**config.mk**
```make
export PLATFORM = sky130hd
export DESIGN_NAME = vga_timing
export DESIGN_NICKNAME = d
export VERILOG_FILES = /design/src/rtl/vga_timing.sv
export SDC_FILE = /design/constraint.sdc
export NUM_CORES = 1
export LEC_CHECK = 0
export CAP_MARGIN = 40
export CORE_MARGIN = 4
export CORE_UTILIZATION = 38
export DETAILED_ROUTE_END_ITERATION = 16
export GPL_TIMING_DRIVEN = 0
export PLACE_DENSITY = 0.82
export SYNTH_ARGS = -nofsm -noshare
export SYNTH_HDL_FRONTEND = slang
export SYNTH_SLANG_ARGS = --single-unit
export TNS_END_PERCENT = 50
```
**constraint.sdc**
```tcl
create_clock -name clk -period 3.2 [get_ports clk]
set_input_delay 0.64 -clock clk [delete_from_list [all_inputs] [get_ports clk]]
set_output_delay 0.64 -clock clk [all_outputs]
set_load 0.01 [all_outputs]
```
**src/rtl/vga_timing.sv**
```systemverilog
// -----------------------------------------------------------------------------
// vga_timing
// 640x480@60 Hz VGA raster timing generator running from the 100 MHz system
// clock, plus a frame-synchronous copy of the 12-digit display word so the
// digit renderer never shows a word that changed mid-frame.
//
// Ports:
//   clk          in   1  system clock (single domain)
//   rst          in   1  asynchronous reset, active-high
//   numbers_in   in  48  12 BCD digits from game logic, digit 0 in [47:44]
//   pix_en       out  1  one-clk pixel strobe (combinational, div == CLK_DIV-1)
//   sx           out 10  horizontal position, 0 .. H_TOTAL-1
//   sy           out 10  vertical position, 0 .. V_TOTAL-1
//   hsync        out  1  horizontal sync, active-low
//   vsync        out  1  vertical sync, active-low
//   de           out  1  high inside the visible area
//   frame_start  out  1  one-clk pulse when the raster enters (0,0)
//   numbers_out  out 48  display word presented to the renderer
//
// Configuration macro:
//   VGA_TIMING_SHADOW_EN  defined   : numbers_out is a shadow register loaded
//                                     on entry to (0,0), reset to 0
//                         undefined : numbers_out = numbers_in (pass-through)
//
// H_TOTAL and V_TOTAL must both be <= 1024 (10-bit counters).
// -----------------------------------------------------------------------------
module vga_timing #(
   parameter int CLK_DIV  = 4,
   parameter int H_ACTIVE = 640,
   parameter int H_FP     = 16,
   parameter int H_SYNC   = 96,
   parameter int H_BP     = 48,
   parameter int V_ACTIVE = 480,
   parameter int V_FP     = 10,
   parameter int V_SYNC   = 2,
   parameter int V_BP     = 33
) (
   input  logic        clk,
   input  logic        rst,
   input  logic [47:0] numbers_in,
   output logic        pix_en,
   output logic [9:0]  sx,
   output logic [9:0]  sy,
   output logic        hsync,
   output logic        vsync,
   output logic        de,
   output logic        frame_start,
   output logic [47:0] numbers_out
);

   localparam int H_TOTAL = H_ACTIVE + H_FP + H_SYNC + H_BP;
   localparam int V_TOTAL = V_ACTIVE + V_FP + V_SYNC + V_BP;
   localparam int DIV_W   = (CLK_DIV > 1) ? $clog2(CLK_DIV) : 1;

   localparam logic [DIV_W-1:0] DIV_LAST = DIV_W'(CLK_DIV - 1);
   localparam logic [9:0] H_LAST   = 10'(H_TOTAL - 1);
   localparam logic [9:0] V_LAST   = 10'(V_TOTAL - 1);
   localparam logic [9:0] H_VIS    = 10'(H_ACTIVE);
   localparam logic [9:0] V_VIS    = 10'(V_ACTIVE);
   localparam logic [9:0] HS_START = 10'(H_ACTIVE + H_FP);
   localparam logic [9:0] HS_END   = 10'(H_ACTIVE + H_FP + H_SYNC);
   localparam logic [9:0] VS_START = 10'(V_ACTIVE + V_FP);
   localparam logic [9:0] VS_END   = 10'(V_ACTIVE + V_FP + V_SYNC);

   // Raster region; implicit in the counters, registered alongside them so
   // that de comes straight from a flop.
   typedef enum logic [1:0] {
      ST_ACTIVE,
      ST_HBLANK,
      ST_VBLANK
   } raster_state_t;

   logic [DIV_W-1:0] r_div;
   logic [9:0]       r_sx;
   logic [9:0]       r_sy;
   raster_state_t    r_state;
   logic             r_hsync;
   logic             r_vsync;
   logic             r_frame_start;

   logic [DIV_W-1:0] w_div_next;
   logic [9:0]       w_sx_next;
   logic [9:0]       w_sy_next;
   raster_state_t    w_state_next;
   logic             w_hsync_next;
   logic             w_vsync_next;
   logic             w_frame_start_next;
   logic             w_pix_en;

   assign w_pix_en = (r_div == DIV_LAST);

   // State register. Reset parks the counters on the last pixel of the frame
   // so the first pixel strobe after release lands on (0,0).
   // NOTE: sequential state uses non-blocking assignments so every flop
   // samples pre-edge values regardless of statement order.
   always_ff @(posedge clk or posedge rst) begin
      if (rst) begin
         r_div         <= '0;
         r_sx          <= H_LAST;
         r_sy          <= V_LAST;
         r_state       <= ST_VBLANK;
         r_hsync       <= 1'b1;
         r_vsync       <= 1'b1;
         r_frame_start <= 1'b0;
      end else begin
         r_div         <= w_div_next;
         r_sx          <= w_sx_next;
         r_sy          <= w_sy_next;
         r_state       <= w_state_next;
         r_hsync       <= w_hsync_next;
         r_vsync       <= w_vsync_next;
         r_frame_start <= w_frame_start_next;
      end
   end

   // Next-state: divider and raster counters; counters move only on pix_en.
   // NOTE: every combinational output gets a default first, so no path can
   // leave it unassigned and infer a latch.
   always_comb begin
      w_div_next = r_div + 1'b1;
      w_sx_next  = r_sx;
      w_sy_next  = r_sy;
      if (w_pix_en) begin
         w_div_next = '0;
         if (r_sx == H_LAST) begin
            w_sx_next = '0;
            w_sy_next = (r_sy == V_LAST) ? 10'd0 : r_sy + 10'd1;
         end else begin
            w_sx_next = r_sx + 10'd1;
         end
      end
   end

   // Output decode from the *next* counter values: registering these gives
   // zero latency relative to the sx/sy being presented.
   always_comb begin
      w_state_next = ST_ACTIVE;
      if (w_sy_next >= V_VIS) begin
         w_state_next = ST_VBLANK;
      end else if (w_sx_next >= H_VIS) begin
         w_state_next = ST_HBLANK;
      end
      w_hsync_next       = !((w_sx_next >= HS_START) && (w_sx_next < HS_END));
      w_vsync_next       = !((w_sy_next >= VS_START) && (w_sy_next < VS_END));
      // The counters sit on (0,0) for CLK_DIV clocks; only the entering edge
      // counts as a frame start.
      w_frame_start_next = w_pix_en && (w_sx_next == 10'd0) && (w_sy_next == 10'd0);
   end

   assign pix_en      = w_pix_en;
   assign sx          = r_sx;
   assign sy          = r_sy;
   assign hsync       = r_hsync;
   assign vsync       = r_vsync;
   assign de          = (r_state == ST_ACTIVE);
   assign frame_start = r_frame_start;

`ifdef VGA_TIMING_SHADOW_EN
   // Shadow of the display word, captured on the edge entering (0,0) so the
   // renderer sees one value for the whole frame.
   logic [47:0] r_numbers;

   always_ff @(posedge clk or posedge rst) begin
      if (rst) begin
         r_numbers <= '0;
      end else if (w_frame_start_next) begin
         r_numbers <= numbers_in;
      end
   end

   assign numbers_out = r_numbers;
`else
   assign numbers_out = numbers_in;
`endif

endmodule
```
==> impl_metrics.py <==
metrics = {
    "status": {
        "status": "completed",
    },
    "global_route": {
        "grt_pass1_wl_um": 8040,
        "antenna_found_initial": 0,
        "track_usage": 0.151,
        "grt_max_degree": 22,
        "grt_pass1_vias": 1796,
        "overflow": 0,
    },
    "finish": {
        "diodes": 0,
        "syn2layout_area_growth_pct": 44.5,
        "nets": 360,
        "drive_above_1_share": 0.259,
        "fin_area_um2": 2920,
    },
    "timing": {
        "skew_ps": 4.11,
        "setup_tns_ps": 0,
        "period_needed_ps": 2890,
        "hold_ws_ps": 456,
        "worst_pin_slew_ps": 566,
        "setup_viol": 0,
        "slew_headroom": 0.619,
        "drv_slew": 0,
        "hold_violations": 0,
        "period_share": 0.904,
        "rsz0062_at_grt": "no",
        "fmax_mhz": 346,
    },
    "placed_design": {
        "port_buffers": 74,
        "placed_area_um2": 2880,
        "gp_congestion": 0.869,
        "dp_hpwl_um": 4040,
    },
    "synthesis": {
        "synth-seq-cells": 27,
        "synth_common_cells": "buf_4, nand2_1, dfrtp_1",
        "syn_area_per_cell_um2": 8.95,
        "yosysTopAreaCell": "buf_4",
        "yosysUniqueCellTypes": 46,
        "syn_area_um2": 2020,
        "yosysSeqAreaShare": 0.342,
        "yosysWarningCount": 0,
        "yosys-top-cells-area": "buf_4, dfrtp_1, dfstp_2",
        "syn_nets": 280,
        "synth_top_area_frac": 0.178,
        "synth_flop_cell": "dfrtp_1",
        "synth.most_common_cell": "buf_4",
        "synthCells": 226,
        "synth_edf_count": 0,
        "synthArstFlopShare": 1.00,
    },
    "critical_path": {
        "r2r-end": "frame_start",
        "critical_path_buf_inv_count": 1,
        "cp-end-kind": "flop",
        "rr_startpoint": "sx[1]",
        "cpMaxStageDelayCell": "dfstp_2",
        "critical_path_class": "flop to flop",
        "cp_slowest_stage_delay_ps": 600,
        "cp_max_fo": 10,
        "reg2reg_setup_slack_ps": 310,
        "cp.arrival_ps": 3060,
        "reg2reg_depth": 8,
        "required_ps": 3360,
        "critical-path-top-delay-family": "simple AND/OR/NAND/NOR gates",
        "worst_setup_path_start_kind": "flop",
        "path_cells": "ha_1, nand2_1, nor4_1, buf_2, nand4_1, xnor2_1, or3_1, nor4_1",
        "crit_path_frequent_cell": "nor4_1",
    },
    "cts": {
        "clk_latency_ps": 270,
        "cts_hold_buf": 0,
        "cts_setup_buffers": 0,
        "cts_tree": "built",
        "cts.clk_slew.worst_paths_ps": 90,
        "cts-root-buf": "clkbuf_8",
        "h-tree-depth": 1,
        "clock_sinks": 27,
        "cts_inserted_buffers": 3,
        "cts_resized": 0,
        "clock_path_buffers": 2,
    },
    "pwr": {
        "fin_total_pwr_uw": 669,
        "power.leakage_uw": 0.00121,
        "power_density_nw_per_um2": 229,
        "ir_drop_mv": 0.141,
    },
    "routing": {
        "vias": 1809,
        "drt_iter0_drc": 54,
        "wl_met2_um": 2460,
        "met1_length_um": 2060,
        "wl_um": 4860,
        "viasPerCell": 4.82,
        "dr.max_layer_used": "met4",
        "wl_per_cell_um": 13.0,
        "ant_nets": 0,
        "routed-wl-met3_um": 330,
        "drc": 0,
        "firstDrtPassIters": 4,
    },
    "worst_hold_path": {
        "min-delay-start": "r_div[0]",
        "whs_endpoint": "r_div[0]",
        "hold_depth": 1,
        "worstHoldPathType": "flop to flop",
    },
    "die": {
        "die_w_um": 81.0,
        "coreArea_um2": 5140,
        "fp-row-count": 26,
        "die_h_um": 81.0,
        "start_util": 0.394,
        "die_area_um2": 6560,
        "io_pins": 123,
    },
    "run": {
        "cap_viol_max_count": 0,
    },
}
-- routing by layer --
layer / global-route usage / vias up
met3: 0.0233 / 2
li1: - / 903
met5: 0 / -
met2: 0.268 / 80
met1: 0.202 / 824
met4: 0.0118 / 0
-- power by group --
group          switching (uW)  total (uW)  leakage (uW)  internal [uW]
clock network             104         193     0.0000228           89.0
logic                    41.8         134      0.000865           92.2
registers                   0         342      0.000326            342
-- cell usage in the layout, fill, tap and decap left out, types with 3 or more instances in the layout --
cell	count
xnor2_1	11
or3_1	4
nor2_1	12
clkbuf_8	3
clkdlybuf4s50_1	74
nor4_1	8
buf_4	48
nand2b_1	3
and3_1	5
nand4_1	3
o211ai_1	4
dfrtp_1	14
nand3_1	12
clkbuf_1	4
dfstp_2	13
nand2_1	20
a31oi_1	3
ha_1	4
buf_6	4
inv_1	6
a21oi_1	3
o21ai_0	13
-- how the worst max path moves through the flow --
stage	to	slack, ps	start	cells after the start
after detailed placement	frame_start	380	sx[1]	8
after floorplan	r_state[0]	810	sx[2]	8
after CTS	frame_start	340	sx[1]	8
after global routing	frame_start	70	sx[0]	8
after global placement	frame_start	400	sx[0]	8
final	frame_start	310	sx[1]	8
-- cell type report --
| cell class | instances | area [um2] |
|---|---|---|
| inverter | 6 | 22.5 |
| clock buffer | 4 | 45.0 |
| tap | 70 | 87.6 |
| multi-input combinational | 136 | 882 |
| fill | 502 | 2220 |
| sequential | 27 | 692 |
| timing repair buffer | 75 | 768 |
| buffer | 57 | 427 |
-- kinds of logic (layout without fill, tap and decap cells) --
logic type                 after synthesis  after routing  share of synthesized area
DFF                                     27             27                      0.342
and+or+nand+nor                         86             86                      0.246
adders and majority gates                4              4                     0.0247
buffers and inverters                   63            142                      0.222
AOI/OAI and AO/OA                       31             31                     0.0952
xor gates and xnor gates                13             13                     0.0600
muxes                                    2              2                     0.0105
-- worst reg2reg max path, stage by stage, from the launching register on --
cell,delay (ps)
dfstp_2,600
ha_1,280
nand2_1,180
nor4_1,470
buf_2,340
nand4_1,140
xnor2_1,180
or3_1,400
nor4_1,200
-- state kept, by name, indices dropped and copies added, names as in the netlist --
name	count
sy	10
frame_start	1
hsync	1
vsync	1
sx	10
r_state	2
r_div	2
-- stage by stage --
step                cells  setup slack (ps)  utilization
floorplan             226               811            -
global placement      370               400        0.555
detailed placement    371               380        0.560
CTS                   375               344        0.569
global route          375              71.9        0.569
finish                375               307        0.569
Note: power is estimated with default switching activity, not from simulation.
